===== config.mk =====
export PLATFORM = sky130hd
export DESIGN_NAME = lut_config_loader
export DESIGN_NICKNAME = d
export VERILOG_FILES = /design/src/rtl/lut_config_loader.sv
export SDC_FILE = /design/constraint.sdc
export NUM_CORES = 1
export LEC_CHECK = 0
export CAP_MARGIN = 0
export CORE_ASPECT_RATIO = 0.6
export CORE_MARGIN = 2
export CORE_UTILIZATION = 45
export DETAILED_ROUTE_END_ITERATION = 8
export DONT_BUFFER_PORTS = 1
export HOLD_SLACK_MARGIN = 0.03
export PLACE_DENSITY = 0.64
export SLEW_MARGIN = 20
export SYNTH_ARGS = -nofsm -noshare
export SYNTH_HDL_FRONTEND = slang
export SYNTH_SLANG_ARGS = --single-unit

===== constraint.sdc =====
create_clock -name clock -period 1.4 [get_ports clock]
set_input_delay 0.14 -clock clock [delete_from_list [all_inputs] [get_ports clock]]
set_output_delay 0.14 -clock clock [all_outputs]
set_load 0.02 [all_outputs]

===== src/rtl/lut_config_loader.sv =====
// Frames a sync-led 32-bit word stream into 33-bit LUT frames and writes them with a one-hot strobe.
// Optional XOR trailer check over all payload words is enabled by defining LUT_CONFIG_CHECKSUM_EN.
module lut_config_loader #(
  parameter int          NUM_LUT   = 6,
  parameter logic [31:0] SYNC_WORD = 32'hC0F16A5E
) (
  input  logic               clock,
  input  logic               reset_n,
  input  logic               start,
  input  logic [31:0]        in_word,
  input  logic               in_valid,
  output logic               in_ready,
  output logic [32:0]        cfg_data,
  output logic [NUM_LUT-1:0] cfg_we,
  output logic               busy,
  output logic               done,
  output logic               error
);

  localparam int            IW   = (NUM_LUT > 1) ? $clog2(NUM_LUT) : 1;
  localparam logic [IW-1:0] LAST = IW'(NUM_LUT - 1);

  typedef enum logic [2:0] {
    S_IDLE  = 3'd0,
    S_SYNC  = 3'd1,
    S_LOW   = 3'd2,
    S_HIGH  = 3'd3,
    S_WRITE = 3'd4,
`ifdef LUT_CONFIG_CHECKSUM_EN
    S_CHECK = 3'd5,
`endif
    S_DONE  = 3'd6,
    S_ERROR = 3'd7
  } state_t;

  state_t             state, state_nxt;
  logic [IW-1:0]      idx;
  logic [31:0]        tt;
  logic               take;
  logic               last;
  logic               sync_ok;
  logic [NUM_LUT-1:0] we_onehot;

  assign take      = in_valid & in_ready;
  assign last      = (idx == LAST);
  assign sync_ok   = (in_word == SYNC_WORD);
  assign we_onehot = NUM_LUT'(1) << idx;

`ifdef LUT_CONFIG_CHECKSUM_EN
  logic [31:0] xsum;
  logic        trl_ok;
  assign trl_ok = (in_word == xsum);
`endif

  always_ff @(posedge clock or negedge reset_n) begin
    if (!reset_n) state <= S_IDLE;
    else          state <= state_nxt;
  end

  always_comb begin
    state_nxt = state;
    in_ready  = 1'b0;
    case (state)
      S_IDLE, S_DONE, S_ERROR: begin
        if (start) state_nxt = S_SYNC;
      end
      S_SYNC: begin
        in_ready = 1'b1;
        if (in_valid) state_nxt = sync_ok ? S_LOW : S_ERROR;
      end
      S_LOW: begin
        in_ready = 1'b1;
        if (in_valid) state_nxt = S_HIGH;
      end
      S_HIGH: begin
        in_ready = 1'b1;
        if (in_valid) state_nxt = S_WRITE;
      end
      S_WRITE: begin
`ifdef LUT_CONFIG_CHECKSUM_EN
        state_nxt = last ? S_CHECK : S_LOW;
`else
        state_nxt = last ? S_DONE : S_LOW;
`endif
      end
`ifdef LUT_CONFIG_CHECKSUM_EN
      S_CHECK: begin
        in_ready = 1'b1;
        if (in_valid) state_nxt = trl_ok ? S_DONE : S_ERROR;
      end
`endif
      default: state_nxt = S_IDLE;
    endcase
  end

  // The strobe is registered on the HIGH handshake so it lines up with the WRITE cycle.
  always_ff @(posedge clock or negedge reset_n) begin
    if (!reset_n) begin
      idx      <= '0;
      tt       <= '0;
      cfg_data <= '0;
      cfg_we   <= '0;
      busy     <= 1'b0;
      done     <= 1'b0;
      error    <= 1'b0;
`ifdef LUT_CONFIG_CHECKSUM_EN
      xsum     <= '0;
`endif
    end else begin
      cfg_we <= '0;
      case (state)
        S_IDLE, S_DONE, S_ERROR: begin
          if (start) begin
            idx   <= '0;
            busy  <= 1'b1;
            done  <= 1'b0;
            error <= 1'b0;
`ifdef LUT_CONFIG_CHECKSUM_EN
            xsum  <= '0;
`endif
          end
        end
        S_SYNC: begin
          if (take && !sync_ok) begin
            error <= 1'b1;
            busy  <= 1'b0;
          end
        end
        S_LOW: begin
          if (take) begin
            tt <= in_word;
`ifdef LUT_CONFIG_CHECKSUM_EN
            xsum <= xsum ^ in_word;
`endif
          end
        end
        S_HIGH: begin
          if (take) begin
            cfg_data <= {in_word[0], tt};
            cfg_we   <= we_onehot;
`ifdef LUT_CONFIG_CHECKSUM_EN
            xsum     <= xsum ^ in_word;
`endif
          end
        end
        S_WRITE: begin
          if (!last) begin
            idx <= idx + 1'b1;
          end else begin
`ifndef LUT_CONFIG_CHECKSUM_EN
            done <= 1'b1;
            busy <= 1'b0;
`endif
          end
        end
`ifdef LUT_CONFIG_CHECKSUM_EN
        S_CHECK: begin
          if (take) begin
            done  <= trl_ok;
            error <= !trl_ok;
            busy  <= 1'b0;
          end
        end
`endif
        default: ;
      endcase
    end
  end

endmodule


Word level (Yosys, flattened, before mapping)
Index checks and enable logic that the tools add are counted.
- register bits: 80
- input port bits: 36
- output and inout bits: 43
- $add $sub $neg: 1
- equal/unequal tests: 15
- shift operators: 1
- multiplexer cells: 22
- bitwise logic cells: 1
- reductions and logical operators: 15
- operators with widths (cell ; number):
    $eq A32 B32 Y1 const B ; 1
    $mux W3 ; 8
    $pmux W3 S5 ; 1
    $ne A2 B2 Y1 const B ; 7
    $eq A3 B3 Y1 const B ; 4
    $mux W6 ; 2
    $reduce_and A3 Y1 ; 3
    $reduce_and A4 Y1 ; 2
    $mux W1 ; 7
    $eq A3 B2 Y1 const B ; 2
    $pmux W3 S2 ; 1
    $reduce_or A3 Y1 ; 2
    $shl A1 B3 Y6 const A ; 1
    $pmux W1 S2 ; 2
    $reduce_and A2 Y1 ; 2
    $reduce_bool A2 Y1 ; 2
    $add A3 B1 Y3 const B ; 1
    $eq A3 B1 Y1 const B ; 1
    $logic_not A3 Y1 ; 1
    $pmux W1 S3 ; 1
    $reduce_bool A3 Y1 ; 1
    $and A1 B1 Y1 ; 1
    $logic_and A1 B1 Y1 ; 1
    $logic_not A1 Y1 ; 1

Logic depth before layout (Yosys ltp)
Gate-level depths: netlist of the first run.
- depth after elaboration: 7
- depth in mapped cells: 6

Worst setup path before layout of the first run
OpenSTA, ideal clock, no wires.
- kind: register -> register
- from: register state[2]
- to: register tt[1]
- setup time: 0.125 ns
- data arrival time: 1.312 ns
- required time: 1.275 ns
- path slack: -0.036 ns
- stages on the path, launching flop included: 6
- buffers on the path: 1
- period minus slack after synthesis: 1.436 ns
- path through: dfrtp_1 > nor2b_4 > nand2_1 > nor2_4 > buf_6 > mux2_2
- longest elaborated chain between the ends: 5
- ends and longest elaborated chain (what ; RTL line ; RTL):
    start, declared ; 36 ; state_t state, state_nxt;
    start signal, assigned ; 57 ; else state <= state_nxt;
    $eq A3 B2 Y1 (tied with other cells) ; 63 ; case (state)
    $reduce_or A3 Y1 (no source line) ; -- ;
    $mux W1 ; 63 ;
    $and A1 B1 Y1 ; 44 ; assign take = in_valid & in_ready;
    $reduce_and A2 Y1 (no source line) * ; -- ;
    end signal, assigned ; 131 ; tt <= in_word;
    end, declared ; 38 ; logic [31:0] tt;
Mark *: on every way between the ends. The rest lies on a longest branch, timed or not.
A chain may end at the register's enable or synchronous reset.

Worst setup path after layout of the first run
Ends and elaborated chain as after synthesis.

==> results of run 1 <==
[logic make-up after synthesis]
kind of cell	count (synthesis)	share of synthesized area, %
flops	80	58.8
mux	66	23.5
simple gates	44	7.90
compound gates	23	4.30
buf+inv	18	3.42
fa+ha+maj	5	1.84
xor+xnor	1	0.257
[worst reg2reg max path: stages, from the launching register on]
cell and delay (ns):
sky130_fd_sc_hd__dfrtp_2 0.43, sky130_fd_sc_hd__nor2b_4 0.14, sky130_fd_sc_hd__nand2_2 0.07, sky130_fd_sc_hd__nor2_4 0.12, sky130_fd_sc_hd__buf_4 0.13, sky130_fd_sc_hd__buf_12 0.12, sky130_fd_sc_hd__mux2_2 0.34
[flip-flops by register name, indices dropped and copies added, names as in the netlist]
signal / count
cfg_data: 33
tt: 32
cfg_we: 6
idx: 3
state: 3
busy: 1
done: 1
error: 1
[area by class of cell]
class                           instances  area (um2)  share of cell area, %
Timing Repair Buffer                   61         648                   14.4
Tap cell                              104         130                   2.89
Clock inverter                          4        45.0                  0.999
Sequential cell                        80        2000                   44.5
Inverter                                8        30.0                  0.666
Multi-Input combinational cell        139        1410                   31.2
Clock buffer                           11         243                   5.38
[through the flow]
stage | cell area [um2] | hold slack [ns] | utilization (%) | setup slack (ns)
after floorplan | 3410 | -0.156 | - | -0.0360
after global placement | 3640 | -0.154 | 49.9 | -0.0835
after detailed placement | 3640 | -0.154 | 49.9 | -0.0668
after CTS | 4300 | -0.515 | 58.9 | -0.0735
after global routing | 4510 | -0.531 | 61.8 | -0.117
final | 4510 | -0.503 | 61.8 | -0.0746
[per-layer routing]
metal | vias to the layer above | share of wire [%]
met3 | 6 | 8.0
li1 | 972 | -
met4 | 0 | 0.76
met2 | 66 | 44
met5 | - | 0
met1 | 1056 | 47
[what timing repair did]
| item | CTS | global route |
|---|---|---|
| gates resized for setup | 3 | 36 |
| hold buffers | 31 | 2 |
| hold endpoints to repair | 113 | 82 |
| endpoints found under the setup margin | 70 | 75 |
| pin swaps | 1 | 1 |
| cloned | 1 | 2 |
| setup buffers | 4 | 1 |
[power by group through the flow]
| stage | clock network [uW] | registers, uW | logic, uW |
|---|---|---|---|
| 2_1_floorplan | 0 | 4580 | 2060 |
| 3_3_place_gp | 0 | 4770 | 2480 |
| 3_5_place_dp | 0 | 4800 | 2550 |
| 4_1_cts | 2340 | 4770 | 2710 |
| 5_1_grt | 2490 | 4950 | 3360 |
| 6_report | 2290 | 4800 | 3110 |
[worst paths after layout]
check                      slack [ns]     endpoint  startpoint
max                             -0.07        tt[1]    state[2]
min                             -0.50       tt[20]     reset_n
max reg2reg                     -0.07        tt[1]    state[2]
min reg2reg                      0.51  cfg_data[6]       tt[6]
max in group asynchronous        1.78     state[1]     reset_n
min in group clock               0.08     state[1]       start
[layout by cell type, fill, tap and decap left out, drive strengths merged]
cell / n
dfrtp: 80
mux2: 66
dlygate4sd3: 33
buf: 26
clkbuf: 13
nor2: 12
inv: 8
nand2: 7
a21oi: 7
o21ai: 6
ha: 5
nor4bb: 4
and2: 3
nand2b: 3
clkinv: 3
nand3: 3
nor4b: 2
and4b: 2
nand4: 2
a22o: 2
nor3: 2
nor2b: 2
xor2: 1
or2: 1
a221o: 1
a31oi: 1
nor4: 1
o311ai: 1
o31ai: 1
a211oi: 1
o211ai: 1
a21o: 1
o2bb2ai: 1
bufinv: 1
==> Flow_metrics.wiki, run 1 <==
{| class="wikitable"
! Metric !! Value
|-
| Status || finished, violations left
|-
| Violated checks || hold timing, setup timing
|-
| Clock tree from TritonCTS || built
|-
| Fill cell total of the finished layout || 597
|-
| Cell count after synthesis || 237
|-
| Total overflow reported by the global router || 0
|-
| Top FF cell, synth || sky130_fd_sc_hd__dfrtp_1
|-
| Placed insts || 351
|-
| Slew @ Worst Pin || 0.419 ns
|-
| Detailed placer's ending HPWL || 4490 um
|-
| Via count of the first global-routing pass || 2173
|-
| Depth of the worst register-to-register path || 6
|-
| Iteration count of the initial detailed-routing pass || 4
|-
| Critical Path Source Type || register
|-
| First-pass GRT wire length || 11400 um
|-
| Post-synthesis async set-or-reset flop share || 100%
|-
| Area of the mapped netlist || 0.00340 mm2
|-
| Die span in x || 116 um
|-
| Net switching component of the power || 3370 uW
|-
| Leak Pwr || 0.00206 uW
|-
| Time the final worst path needs with I/O delays and setup || 1.47 ns
|-
| Leading cell type by number of instances after synthesis || sky130_fd_sc_hd__dfrtp_1
|-
| Share of the cycle needed by the critical path after routing || 105%
|-
| CP Cell Sequence || nor2b_4 > nand2_2 > nor2_4 > buf_4 > buf_12 > mux2_2
|-
| Seq/Total Area, Yosys || 58.8%
|-
| Arrival time at the worst endpoint || 1.69 ns
|-
| Worst rel slew slack || 71.7%
|-
| Routed length per placed instance || 18.2 um
|-
| Nature of the critical path endpoint || register
|-
| Post-route antenna net violation count || 0
|-
| Core area || 0.00730 mm2
|-
| Overall die area || 0.00830 mm2
|-
| Drt total wl || 7400 um
|-
| CTS Buf Count || 9
|-
| DRC errors left || 0
|-
| Register share of total power || 47.1%
|-
| Number of buffers and inverters on the critical path || 2
|-
| Standard cell with the maximum stage delay on the critical path || sky130_fd_sc_hd__dfrtp_2
|-
| Syn. warnings || 0
|-
| Setup slack after layout || -0.0746 ns
|-
| Synth area leaders || sky130_fd_sc_hd__dfrtp_1, sky130_fd_sc_hd__mux2_2, sky130_fd_sc_hd__mux2_4
|-
| Areal power density over the cells || 2260 mW/mm2
|-
| Iteration-0 DRC Markers || 143
|-
| Setup total negative slack || -2.79 ns
|-
| Met1 global-route usage || 25.9%
|-
| Count of different cell masters after synthesis || 37
|-
| Max IR drop VDD || 1170 uV
|-
| Family of cells with the greatest summed delay on the critical path || flip-flops
|-
| Int Power || 6820 uW
|-
| Clock Tree Buf Depth || 2
|-
| Fraction of synthesized cell area taken by the top area cell type || 58.8%
|-
| Number of clock sinks || 80
|-
| Total of flip-flops plus latches after synthesis || 80
|-
| GR met3 Demand/Resource || 8.46%
|-
| Largest area contributor in the synthesized netlist || sky130_fd_sc_hd__dfrtp_1
|-
| Die Ht || 71.4 um
|-
| Number of vias in the routed layout || 2100
|-
| Critical Setup Path Class || register to register
|-
| CP Data Required Time || 1.61 ns
|-
| Overall global routing resource usage || 18.5%
|-
| Part of the power in combinational logic || 30.5%
|-
| Most used routing layer || met1
|-
| Non-filler instance count after layout || 407
|-
| Synthesized area divided by synthesized cell count || 14.4 um2
|-
| N_diodes || 0
|-
| Largest net degree at the start of global routing || 81
|-
| Final total power || 10200 uW
|-
| Stages on worst setup path || 6
|-
| Number of antenna violations at the first check in global routing || 0
|-
| Class of the tightest hold or removal check || primary input to asynchronous set/reset pin
|-
| Most frequent cells after synthesis || sky130_fd_sc_hd__dfrtp_1, sky130_fd_sc_hd__mux2_2, sky130_fd_sc_hd__mux2_4
|-
| Switching power as a share of total power || 33.1%
|-
| Final net count || 340
|-
| Fraction of final layout cells with drive strength greater than 1 || 40.3%
|-
| Max-capacitance violation count || 0
|-
| Number of rows in the core area || 24
|-
| Maximum cell stage delay along the critical path || 0.43 ns
|-
| Global routing usage on met2 || 25.8%
|-
| Clock root buffer master || sky130_fd_sc_hd__clkbuf_16
|-
| Initial core utilization || 46.7%
|-
| Clk pwr share || 22.5%
|-
| Number of flops mapped to enable cells by yosys || 0
|-
| Weighted congestion reported at the end of routability-driven placement || 0.881
|-
| Hold WS || -0.503 ns
|-
| Number of failing setup endpoints in the final timing report || 66
|-
| Number of port buffers || 0
|-
| Ports placed on the boundary || 79
|-
| Syn-to-layout area delta || 32.4%
|-
| Number of endpoints with negative hold slack in the final report || 80
|-
| Biggest fanout along the worst timing path || 9
|-
| Clock input transition at the sequential cells of the worst setup and hold paths || 0.06 ns
|-
| Clock latency on the worst-skew pair || 0.33 ns
|-
| Detail-routed via count per cell || 5.16
|-
| Post-synth net total || 278
|-
| Number of H-tree levels || 3
|-
| Peak clock frequency supported by timing || 678 MHz
|-
| Number of max-slew violations in the final report || 0
|-
| Setup repair after global routing missed its margin || yes
|-
| Clock Skew || 0.00446 ns
|}
(Power assumes the default switching activity.)
==> run 2, diff against run 1 <==
- CTS_BUF_LIST: unset -> sky130_fd_sc_hd__clkbuf_8
- TNS_END_PERCENT: unset -> 1
==> run 2 against run 1 <==
Clock skew rose by 0.0011 ns. Largest power group unchanged. Clock power fell by 28%. Register-to-register slack barely moved. Via count fell by 0.90%. Worst hold slack got worse by 0.016 ns. Critical path depth did not move. Largest cell class unchanged. The run still ends with hold timing, setup timing left. Cell area fell by 3.4%. Power fell by 7.8%. Combinational power fell by 4%.
==> Flow_metrics.wiki, run 2 (synthesized netlist as in run 1, its figures left out) <==
{| class="wikitable"
! Metric !! Value
|-
| Status || finished, violations left (unchanged)
|-
| Violated checks || hold timing, setup timing (unchanged)
|-
| Number of antenna violations at the first check in global routing || 0 (unchanged)
|-
| Die Ht || 71.4 um (unchanged)
|-
| RR Startpoint || state[2] (unchanged)
|-
| Non-filler instance count after layout || 406 (was 407)
|-
| Largest net degree at the start of global routing || 81 (unchanged)
|-
| Number of clock sinks || 80 (unchanged)
|-
| Biggest fanout along the worst timing path || 9 (unchanged)
|-
| Max-capacitance violation count || 0 (unchanged)
|-
| CP Data Required Time || 1.63 ns (was 1.61 ns)
|-
| Clock Skew || 0.00554 ns (was 0.00446 ns)
|-
| Number of rows in the core area || 24 (unchanged)
|-
| Placed insts || 351 (unchanged)
|-
| Slew @ Worst Pin || 0.426 ns (was 0.419 ns)
|-
| Number of H-tree levels || 3 (unchanged)
|-
| Via count of the first global-routing pass || 2197 (was 2173)
|-
| Number of failing setup endpoints in the final timing report || 69 (was 66)
|-
| Overall die area || 0.00830 mm2 (unchanged)
|-
| Post-route antenna net violation count || 0 (unchanged)
|-
| CTS Buf Count || 9 (unchanged)
|-
| Detailed placer's ending HPWL || 4490 um (unchanged)
|-
| Timing startpoint of the critical path || state[2] (unchanged)
|-
| Clock latency on the worst-skew pair || 0.34 ns (was 0.33 ns)
|-
| Number of endpoints with negative hold slack in the final report || 80 (unchanged)
|-
| Final net count || 339 (was 340)
|-
| Number of max-slew violations in the final report || 0 (unchanged)
|-
| Core area || 0.00730 mm2 (unchanged)
|-
| Setup repair after global routing missed its margin || yes (unchanged)
|-
| Registers with the most flip-flops || cfg_data x33, tt x32, cfg_we x6 (unchanged)
|-
| Iteration count of the initial detailed-routing pass || 5 (was 4)
|-
| Leak Pwr || 0.00198 uW (was 0.00206 uW)
|-
| Class of the tightest hold or removal check || primary input to asynchronous set/reset pin (unchanged)
|-
| DRC errors left || 0 (unchanged)
|-
| Arrival time at the worst endpoint || 1.70 ns (was 1.69 ns)
|-
| Die span in x || 116 um (unchanged)
|-
| Flip-flop count of the largest register after layout || 33 (unchanged)
|-
| Overall global routing resource usage || 18.5% (about the same)
|-
| Clock input transition at the sequential cells of the worst setup and hold paths || 0.08 ns (was 0.06 ns)
|-
| Final total power || 9400 uW (was 10200 uW)
|-
| Commonest non-fill, non-tap cells in the layout || sky130_fd_sc_hd__dfrtp_1, sky130_fd_sc_hd__mux2_2, sky130_fd_sc_hd__dlygate4sd3_1 (was sky130_fd_sc_hd__dfrtp_1, sky130_fd_sc_hd__mux2_4, sky130_fd_sc_hd__dlygate4sd3_1)
|-
| Register-to-register setup slack || -0.07 ns (about the same)
|-
| Clock root buffer master || sky130_fd_sc_hd__clkbuf_8 (was sky130_fd_sc_hd__clkbuf_16)
|-
| Time the final worst path needs with I/O delays and setup || 1.47 ns (about the same)
|-
| Routed length per placed instance || 17.8 um (was 18.2 um)
|-
| Total overflow reported by the global router || 0 (unchanged)
|-
| Hold WS || -0.519 ns (was -0.503 ns)
|-
| Number of buffers and inverters on the critical path || 2 (unchanged)
|-
| Maximum cell stage delay along the critical path || 0.44 ns (was 0.43 ns)
|-
| Iteration-0 DRC Markers || 139 (was 143)
|-
| Areal power density over the cells || 2160 mW/mm2 (was 2260 mW/mm2)
|-
| CP Cell Sequence || nor2b_4 > nand2_2 > nor2_4 > buf_4 > buf_16 > mux2_2 (was nor2b_4 > nand2_2 > nor2_4 > buf_4 > buf_12 > mux2_2)
|-
| Fraction of final layout cells with drive strength greater than 1 || 39.7% (was 40.3%)
|-
| Ports placed on the boundary || 79 (unchanged)
|-
| Clock Tree Buf Depth || 2 (unchanged)
|-
| Share of the cycle needed by the critical path after routing || 105% (about the same)
|-
| Syn-to-layout area delta || 27.9% (was 32.4%)
|-
| Initial core utilization || 46.7% (unchanged)
|-
| Peak clock frequency supported by timing || 682 MHz (was 678 MHz)
|-
| Number of port buffers || 0 (unchanged)
|-
| First-pass GRT wire length || 11400 um (about the same)
|-
| Clock tree from TritonCTS || built (unchanged)
|-
| Critical Path Source Type || register (unchanged)
|-
| Nature of the critical path endpoint || register (unchanged)
|-
| Worst rel slew slack || 71.2% (was 71.7%)
|-
| Depth of the worst register-to-register path || 6 (unchanged)
|-
| Setup slack after layout || -0.0671 ns (was -0.0746 ns)
|-
| Max IR drop VDD || 1120 uV (was 1170 uV)
|-
| Standard cell with the maximum stage delay on the critical path || sky130_fd_sc_hd__dfrtp_2 (unchanged)
|-
| Fill cell total of the finished layout || 621 (was 597)
|-
| Detail-routed via count per cell || 5.13 (was 5.16)
|-
| Critical Setup Path Class || register to register (unchanged)
|-
| Number of vias in the routed layout || 2081 (was 2100)
|-
| N_diodes || 0 (unchanged)
|-
| Largest Register || cfg_data (unchanged)
|-
| Weighted congestion reported at the end of routability-driven placement || 0.881 (unchanged)
|-
| Leading cell type in the layout, fill and taps excluded || sky130_fd_sc_hd__dfrtp_1 (unchanged)
|-
| Family of cells with the greatest summed delay on the critical path || flip-flops (unchanged)
|-
| Drt total wl || 7240 um (was 7400 um)
|-
| Reg-to-reg endpoint || tt[3] (was tt[1])
|}
[run 2: cell types whose count changed in the layout (fill, tap and decap cells not counted), moves of 8 or more]
cell,previous run,this run
sky130_fd_sc_hd__clkbuf_16,11,1
sky130_fd_sc_hd__mux2_4,38,29
sky130_fd_sc_hd__clkbuf_8,1,10
sky130_fd_sc_hd__mux2_2,28,36
[run 2: final cells by class]
| class | count | area, um2 | area share (%) |
|---|---|---|---|
| Sequential cell | 80 | 2000 | 46.0 |
| Multi-Input combinational cell | 139 | 1380 | 31.7 |
| Timing Repair Buffer | 60 | 622 | 14.3 |
| Clock buffer | 10 | 138 | 3.16 |
| Tap cell | 104 | 130 | 2.99 |
| Clock inverter | 5 | 48.8 | 1.12 |
| Inverter | 8 | 30.0 | 0.690 |
[run 2: worst max-delay path by stage]
stage	end	slack, ns	cells past startpoint
detailed placement	idx[0]	-0.07	3
floorplan	tt[1]	-0.04	5
CTS	tt[12]	-0.07	6
global route	tt[3]	-0.13	6
global placement	idx[0]	-0.08	3
finish	tt[3]	-0.07	6
[run 2: timing repair]
item,4_1_cts,5_1_grt
endpoints found under the hold margin,115,81
gates cloned,1,1
pin swaps,1,1
hold buffers,33,1
gates resized for setup,5,27
setup buffers,4,0
endpoints found under the setup margin,71,75
[run 2: power breakdown]
group	leakage, uW	internal, uW	total [uW]	switching [uW]
combinational	0.000900	1910	2980	1070
sequential	0.000981	3390	4790	1400
clock	0.000103	848	1640	788
total	0.00198	6150	9400	3260
[run 2: through the flow]
| step | util [%] | worst slack [ns] | TNS (ns) | cell area (um2) |
|---|---|---|---|---|
| after global placement | 49.9 | -0.0835 | -0.964 | 3640 |
| after CTS | 57.9 | -0.0730 | -2.58 | 4220 |
| after detailed placement | 49.9 | -0.0668 | -2.33 | 3640 |
| after global routing | 59.7 | -0.126 | -6.06 | 4350 |
| after floorplan | - | -0.0360 | -1.06 | 3410 |
| final | 59.7 | -0.0671 | -2.32 | 4350 |
[run 2: per-layer routing]
metal	GRT usage [%]	vias to the layer above	wire length [um]
met4	5.56	0	90
met3	8.38	9	556
met1	25.3	1050	3320
met5	0	-	0
li1	-	961	-
met2	26.5	61	3270
